File: src/rtl/clock_time_counter_if.sv
// Bundles the edit buttons and the six BCD digit outputs shared between
// the time counter and whatever drives or watches it.
interface clock_time_counter_if;
    logic       i_mode;
    logic       i_inc;
    logic       i_dec;
    logic [3:0] o_hour_h;
    logic [3:0] o_hour_l;
    logic [3:0] o_minute_h;
    logic [3:0] o_minute_l;
    logic [3:0] o_second_h;
    logic [3:0] o_second_l;
    logic [1:0] o_mode;
    logic       o_sec_pulse;

    modport master (
        output i_mode, i_inc, i_dec,
        input  o_hour_h, o_hour_l, o_minute_h, o_minute_l,
        input  o_second_h, o_second_l, o_mode, o_sec_pulse
    );

    modport slave (
        input  i_mode, i_inc, i_dec,
        output o_hour_h, o_hour_l, o_minute_h, o_minute_l,
        output o_second_h, o_second_l, o_mode, o_sec_pulse
    );
endinterface

File: src/rtl/clock_time_counter.sv
// BCD hh:mm:ss time-of-day counter with a 1 Hz prescaler and a small
// set-mode FSM for adjusting each field with single-cycle button pulses.
module clock_time_counter #(
    parameter int TICK_DIV = 50000000
) (
    input  logic                 i_clk,
    input  logic                 r_rst,
    clock_time_counter_if.slave  bus
);
    localparam int PW = (TICK_DIV > 2) ? $clog2(TICK_DIV) : 1;
    localparam logic [PW-1:0] PRESC_LAST = PW'(TICK_DIV - 1);

    typedef enum logic [1:0] {
        RUN      = 2'd0,
        SET_HOUR = 2'd1,
        SET_MIN  = 2'd2,
        SET_SEC  = 2'd3
    } modeT;

    modeT          mode_q, mode_d;
    logic [PW-1:0] presc_q, presc_d;
    logic [7:0]    hour_q, hour_d;
    logic [7:0]    minute_q, minute_d;
    logic [7:0]    second_q, second_d;
    logic          secPulse_q, secPulse_d;
    logic          tick;
    logic          editInc;
    logic          editDec;

    // Two-digit BCD field helpers; wrap within the field with no carry out.
    function automatic logic [7:0] bcdInc(input logic [7:0] v, input logic [7:0] maxV);
        if (v == maxV)
            return 8'h00;
        else if (v[3:0] == 4'd9)
            return {v[7:4] + 4'd1, 4'd0};
        else
            return {v[7:4], v[3:0] + 4'd1};
    endfunction

    function automatic logic [7:0] bcdDec(input logic [7:0] v, input logic [7:0] maxV);
        if (v == 8'h00)
            return maxV;
        else if (v[3:0] == 4'd0)
            return {v[7:4] - 4'd1, 4'd9};
        else
            return {v[7:4], v[3:0] - 4'd1};
    endfunction

    assign tick    = (mode_q == RUN) && (presc_q == PRESC_LAST);
    assign editInc = bus.i_inc && !bus.i_dec && !bus.i_mode;
    assign editDec = bus.i_dec && !bus.i_inc && !bus.i_mode;

    always_ff @(posedge i_clk or posedge r_rst) begin
        if (r_rst) begin
            mode_q     <= RUN;
            presc_q    <= '0;
            hour_q     <= 8'h00;
            minute_q   <= 8'h00;
            second_q   <= 8'h00;
            secPulse_q <= 1'b0;
        end else begin
            mode_q     <= mode_d;
            presc_q    <= presc_d;
            hour_q     <= hour_d;
            minute_q   <= minute_d;
            second_q   <= second_d;
            secPulse_q <= secPulse_d;
        end
    end

    always_comb begin
        mode_d     = mode_q;
        hour_d     = hour_q;
        minute_d   = minute_q;
        second_d   = second_q;
        secPulse_d = tick;
        presc_d    = ((mode_q == RUN) && !tick) ? presc_q + PW'(1) : '0;

        if (tick) begin
            second_d = bcdInc(second_q, 8'h59);
            if (second_q == 8'h59) begin
                minute_d = bcdInc(minute_q, 8'h59);
                if (minute_q == 8'h59)
                    hour_d = bcdInc(hour_q, 8'h23);
            end
        end

        // A mode pulse takes priority and swallows any edit in the same cycle.
        if (bus.i_mode) begin
            case (mode_q)
                RUN:      mode_d = SET_HOUR;
                SET_HOUR: mode_d = SET_MIN;
                SET_MIN:  mode_d = SET_SEC;
                default:  mode_d = RUN;
            endcase
        end else begin
            case (mode_q)
                SET_HOUR: begin
                    if (editInc) hour_d = bcdInc(hour_q, 8'h23);
                    if (editDec) hour_d = bcdDec(hour_q, 8'h23);
                end
                SET_MIN: begin
                    if (editInc) minute_d = bcdInc(minute_q, 8'h59);
                    if (editDec) minute_d = bcdDec(minute_q, 8'h59);
                end
                SET_SEC: begin
                    if (editInc) second_d = bcdInc(second_q, 8'h59);
                    if (editDec) second_d = bcdDec(second_q, 8'h59);
                end
                default: ;
            endcase
        end
    end

    assign bus.o_hour_h    = hour_q[7:4];
    assign bus.o_hour_l    = hour_q[3:0];
    assign bus.o_minute_h  = minute_q[7:4];
    assign bus.o_minute_l  = minute_q[3:0];
    assign bus.o_second_h  = second_q[7:4];
    assign bus.o_second_l  = second_q[3:0];
    assign bus.o_mode      = mode_q;
    assign bus.o_sec_pulse = secPulse_q;
endmodule
File: src/flat_wrapper.sv
// flat-port wrapper written by rule: the top's interface ports become plain ports
module clock_time_counter_flat 
#(
    parameter int TICK_DIV = 50000000
)
  (i_clk, r_rst, bus_i_mode, bus_i_inc, bus_i_dec, bus_o_hour_h, bus_o_hour_l, bus_o_minute_h, bus_o_minute_l, bus_o_second_h, bus_o_second_l, bus_o_mode, bus_o_sec_pulse);
  clock_time_counter_if bus_i ();
  input  logic i_clk;
  input  logic r_rst;
  input wire logic [$bits(bus_i.i_mode)-1:0] bus_i_mode;
  input wire logic [$bits(bus_i.i_inc)-1:0] bus_i_inc;
  input wire logic [$bits(bus_i.i_dec)-1:0] bus_i_dec;
  output wire logic [$bits(bus_i.o_hour_h)-1:0] bus_o_hour_h;
  output wire logic [$bits(bus_i.o_hour_l)-1:0] bus_o_hour_l;
  output wire logic [$bits(bus_i.o_minute_h)-1:0] bus_o_minute_h;
  output wire logic [$bits(bus_i.o_minute_l)-1:0] bus_o_minute_l;
  output wire logic [$bits(bus_i.o_second_h)-1:0] bus_o_second_h;
  output wire logic [$bits(bus_i.o_second_l)-1:0] bus_o_second_l;
  output wire logic [$bits(bus_i.o_mode)-1:0] bus_o_mode;
  output wire logic [$bits(bus_i.o_sec_pulse)-1:0] bus_o_sec_pulse;
  assign bus_i.i_mode = bus_i_mode;
  assign bus_i.i_inc = bus_i_inc;
  assign bus_i.i_dec = bus_i_dec;
  assign bus_o_hour_h = bus_i.o_hour_h;
  assign bus_o_hour_l = bus_i.o_hour_l;
  assign bus_o_minute_h = bus_i.o_minute_h;
  assign bus_o_minute_l = bus_i.o_minute_l;
  assign bus_o_second_h = bus_i.o_second_h;
  assign bus_o_second_l = bus_i.o_second_l;
  assign bus_o_mode = bus_i.o_mode;
  assign bus_o_sec_pulse = bus_i.o_sec_pulse;
  clock_time_counter #(.TICK_DIV(TICK_DIV)) u_core (.i_clk(i_clk), .r_rst(r_rst), .bus(bus_i));
endmodule
File: config.mk
export PLATFORM = sky130hd
export DESIGN_NAME = clock_time_counter_flat
export DESIGN_NICKNAME = d
export VERILOG_FILES = /design/src/rtl/clock_time_counter_if.sv /design/src/rtl/clock_time_counter.sv /design/src/flat_wrapper.sv
export SDC_FILE = /design/constraint.sdc
export NUM_CORES = 1
export LEC_CHECK = 0
export ABC_AREA = 1
export CAP_MARGIN = 20
export CELL_PAD_IN_SITES_DETAIL_PLACEMENT = 1
export CELL_PAD_IN_SITES_GLOBAL_PLACEMENT = 1
export CORE_MARGIN = 4
export CORE_UTILIZATION = 43
export CTS_CLUSTER_DIAMETER = 100
export DETAILED_ROUTE_END_ITERATION = 7
export GPL_TIMING_DRIVEN = 0
export PLACE_DENSITY_LB_ADDON = 0.1
export SYNTH_ARGS = -nofsm -noshare
export SYNTH_HDL_FRONTEND = slang
export SYNTH_SLANG_ARGS = --single-unit
File: constraint.sdc
create_clock -name i_clk -period 2.2 [get_ports i_clk]
set_clock_uncertainty 0.05 [all_clocks]
set_input_delay 0.55 -clock i_clk [delete_from_list [all_inputs] [get_ports i_clk]]
set_output_delay 0.55 -clock i_clk [all_outputs]
set_load 0.02 [all_outputs]
==> impl_table.tex <==
\begin{tabular}{lr}
\hline
Metric & Value \\
\hline
\multicolumn{2}{l}{\textbf{Status}} \\
Result of the run & completed \\
\multicolumn{2}{l}{\textbf{Placement}} \\
Placed Cells & 919 \\
Port Buf Inserts & 30 \\
Dpl hpwl & 12.1 mm \\
Routability congestion estimate from global placement & 0.896 \\
\multicolumn{2}{l}{\textbf{Yosys}} \\
Prevailing post-synth register cell & sky130\_fd\_sc\_hd\_\_dfrtp\_1 \\
Fraction of synthesis flops using an asynchronous set or reset pin & 100\% \\
Mapped Cells & 748 \\
Distinct cell type count after synthesis & 41 \\
Largest cells by area after synthesis & sky130\_fd\_sc\_hd\_\_dfrtp\_1 (28\%), sky130\_fd\_sc\_hd\_\_nand2\_1 (17\%), sky130\_fd\_sc\_hd\_\_ha\_1 (7.1\%) \\
Most instantiated library cell after synthesis & sky130\_fd\_sc\_hd\_\_nand2\_1 \\
Number of flops mapped to enable cells by yosys & 0 \\
Sequential area share after synthesis & 27.7\% \\
Synthesized net count & 780 \\
Mean area per synthesized cell & 6.40 um\^{}2 \\
Number of synthesis warnings & 0 \\
Top cell types by occurrence after synthesis & sky130\_fd\_sc\_hd\_\_nand2\_1 (223), sky130\_fd\_sc\_hd\_\_nor2\_1 (88), sky130\_fd\_sc\_hd\_\_inv\_1 (79), sky130\_fd\_sc\_hd\_\_nand3\_1 (62), sky130\_fd\_sc\_hd\_\_dfrtp\_1 (53) \\
Top-area cell type share of the netlist area & 27.7\% \\
Netlist area before placement & 0.00479 mm\^{}2 \\
Biggest area consumer among synthesized cells & sky130\_fd\_sc\_hd\_\_dfrtp\_1 \\
Number of storage elements in the synthesis netlist & 53 \\
\multicolumn{2}{l}{\textbf{Clocking}} \\
Sinks on Clock Net & 53 \\
Clock transition at the registers of the reported paths & 0.11 ns \\
Clock Latency Late Sink & 0.35 ns \\
Clock tree from TritonCTS & yes \\
CTS Buf Count & 5 \\
H-tree Lvls & 2 \\
Root Buffer Master & sky130\_fd\_sc\_hd\_\_clkbuf\_8 \\
Buffer depth of the longest clock path & 2 \\
\multicolumn{2}{l}{\textbf{Route}} \\
Wire length reported by the detailed router & 16.3 mm \\
Number of design rule violations left after detail routing & 0 \\
Antenna violation net count after detailed routing & 0 \\
DRC violation total after the first TritonRoute iteration & 194 \\
First-pass iteration count of the detailed router & 4 \\
Number of vias in the routed layout & 5222 \\
Avg Vias per Cell & 5.53 \\
DR WL/cell & 17.3 um \\
\multicolumn{2}{l}{\textbf{Timing}} \\
Final critical delay including setup and external delays & 2.14 ns \\
Number of setup violations in the final report & 0 \\
Share of the clock period used by the worst path after layout & 97.5\% \\
Unrepaired setup endpoints after global routing & true \\
Fmax & 0.466 GHz \\
Headroom to the max-slew limit & 59.7\% \\
Number of pins with negative max-slew slack in the final report & 0 \\
Transition time of the tightest slew-check pin & 0.602 ns \\
Number of endpoints with negative hold slack in the final report & 0 \\
\multicolumn{2}{l}{\textbf{Critical path}} \\
Data required time at the worst endpoint & 1.60 ns \\
Type of element capturing the critical path & primary output \\
Last element of the critical path & bus\_o\_hour\_l[0] \\
Type of the worst setup path & flop to primary output \\
Launch point of the critical path & u\_core.hour\_q[0] \\
Critical path's slowest cell & sky130\_fd\_sc\_hd\_\_clkdlybuf4s50\_1 \\
Reg2Reg Launch Point & u\_core.presc\_q[1] \\
Buffers \& Inverters on Critical Path & 1 \\
Logic depth of the worst setup path including buffers & 1 \\
Delay of the slowest critical-path stage & 0.67 ns \\
Data arrival time at the worst-slack endpoint & 1.54 ns \\
Worst r2r dst & u\_core.presc\_q[23] \\
CP Launch Type & flop \\
Critical path, cell by cell & clkdlybuf4s50\_1 \\
Worst r2r path cells & 9 \\
Worst reg-to-reg setup slack & 0.10 ns \\
Worst Path Max Fanout & 8 \\
Top delay family on crit path & buffers and inverters \\
\multicolumn{2}{l}{\textbf{Min path}} \\
Path type of the worst min-delay path & flop to flop \\
\multicolumn{2}{l}{\textbf{GRT}} \\
Initial antenna violation count & 0 \\
Maximum number of pins on one net before global-route repair & 31 \\
Number of global-route vias before repair & 5481 \\
Remaining global-route overflow & 0 \\
Overall routing resource usage & 25.7\% \\
Global-route wire length before repair & 26.9 mm \\
\multicolumn{2}{l}{\textbf{Final layout}} \\
Final core utilization & 51.9\% \\
Fin cells & 944 \\
Layout cells sized above 1 & 12.7\% \\
Final antenna diode count & 0 \\
Number of nets in the layout & 835 \\
Area overhead of the layout relative to synthesis & 18.0\% \\
\multicolumn{2}{l}{\textbf{Die}} \\
Count of standard-cell rows & 38 \\
Starting density of the core & 44.0\% \\
Core Region & 0.0109 mm\^{}2 \\
Horiz. Die Dim & 114 um \\
Total Die Area & 0.0129 mm\^{}2 \\
Vertical die dimension & 114 um \\
Ports & 32 \\
\multicolumn{2}{l}{\textbf{Flow run}} \\
\# Max-Cap Violations & 0 \\
\multicolumn{2}{l}{\textbf{Pwr}} \\
Worst-case vdd ir drop & 540 uV \\
P per Cell Area & 989 mW/mm\^{}2 \\
Leakage Power & 2.82 nW \\
\hline
\end{tabular}
layer usage:
metal | GRT usage [%] | routed length, um | vias up
li1 | - | - | 2533
met1 | 33.7 | 7610 | 2588
met2 | 44.2 | 8000 | 80
met3 | 3.45 | 428 | 21
met4 | 7.21 | 291 | 0
met5 | 0 | 0 | -
timing repair:
| item | in CTS | in global routing |
|---|---|---|
| setup endpoints to repair | 33 | 37 |
| hold buffers | 0 | 0 |
| pin swaps | 1 | 7 |
| setup buffers | 1 | 16 |
| resized for setup | 16 | 38 |
layout make-up:
type,count,area [um^2]
Buffer,21,124
Clock buffer,5,68.8
Clock inverter,3,28.8
Fill cell,1491,5240
Inverter,84,318
Multi-Input combinational cell,590,3140
Sequential cell,53,1340
Tap cell,140,175
Timing Repair Buffer,48,460
flip-flops by register name, summed over array words and instances (netlist names):
| signal | flops |
|---|---|
| u_core.hour_q | 8 |
| u_core.bus.o_sec_pulse | 1 |
| u_core.bus.o_mode | 2 |
| u_core.minute_q | 8 |
| u_core.presc_q | 26 |
| u_core.second_q | 8 |
how the worst min path moves through the flow:
| stage | depth (start not counted) | slack, ns | to | startpoint |
|---|---|---|---|---|
| after floorplan | 1 | 0.38 | u_core.presc_q[0] | u_core.presc_q[0] |
| after global placement | 1 | 0.40 | u_core.presc_q[0] | u_core.presc_q[0] |
| after detailed placement | 1 | 0.41 | u_core.presc_q[0] | u_core.presc_q[0] |
| after CTS | 1 | 0.43 | u_core.presc_q[0] | u_core.presc_q[0] |
| after global routing | 2 | 0.52 | u_core.presc_q[0] | u_core.presc_q[0] |
| final | 1 | 0.49 | u_core.presc_q[17] | u_core.presc_q[17] |
per-stage QoR:
step / area, um^2 / total power, mW / TNS (ns) / worst slack [ns] / hold WS [ns]
2_1_floorplan: 4790 / 3.67 / 0 / 0.260 / 0.381
3_3_place_gp: 5270 / 4.58 / -60.34 / -0.910 / 0.398
3_5_place_dp: 5290 / 4.76 / -13.85 / -0.766 / 0.411
4_1_cts: 5430 / 5.46 / 0 / 0.00370 / 0.431
5_1_grt: 5650 / 6.07 / -0.253 / -0.0331 / 0.522
6_report: 5650 / 5.59 / 0 / 0.0552 / 0.487
report_power, final:
| group | switching [mW] | internal [mW] | leakage, nW |
|---|---|---|---|
| registers | 0.342 | 1.20 | 0.647 |
| logic | 2.09 | 1.28 | 2.12 |
| clock network | 0.429 | 0.240 | 0.0506 |
| total | 2.86 | 2.73 | 2.82 |
cells by family after synthesis:
group                    share of synthesized area (%)
AND/OR/NAND/NOR                                   40.8
AO/OA/AOI/OAI                                     12.0
buffers and inverters                             8.93
flip-flops                                        27.7
adder cells (fa/ha/maj)                           7.05
XOR/XNOR                                          3.47
placed cells by master, fill, tap and decap left out, types with 3 or more instances in the layout:
master	n
sky130_fd_sc_hd__a211oi_1	3
sky130_fd_sc_hd__a21oi_1	45
sky130_fd_sc_hd__a31oi_1	7
sky130_fd_sc_hd__buf_2	10
sky130_fd_sc_hd__buf_4	19
sky130_fd_sc_hd__clkbuf_1	3
sky130_fd_sc_hd__clkbuf_8	5
sky130_fd_sc_hd__clkdlybuf4s50_1	30
sky130_fd_sc_hd__dfrtp_1	46
sky130_fd_sc_hd__dfrtp_2	7
sky130_fd_sc_hd__ha_1	25
sky130_fd_sc_hd__inv_1	74
sky130_fd_sc_hd__inv_2	8
sky130_fd_sc_hd__nand2_1	221
sky130_fd_sc_hd__nand2_2	4
sky130_fd_sc_hd__nand3_1	60
sky130_fd_sc_hd__nand3_2	5
sky130_fd_sc_hd__nand4_1	19
sky130_fd_sc_hd__nor2_1	78
sky130_fd_sc_hd__nor2_2	9
sky130_fd_sc_hd__nor2_4	10
sky130_fd_sc_hd__nor3_1	17
sky130_fd_sc_hd__nor3_2	4
sky130_fd_sc_hd__o211ai_1	3
sky130_fd_sc_hd__o21a_1	4
sky130_fd_sc_hd__o21ai_0	31
sky130_fd_sc_hd__o21ai_1	6
sky130_fd_sc_hd__xnor2_1	8
sky130_fd_sc_hd__xor2_1	11
Note: power is estimated with default switching activity, not from simulation.
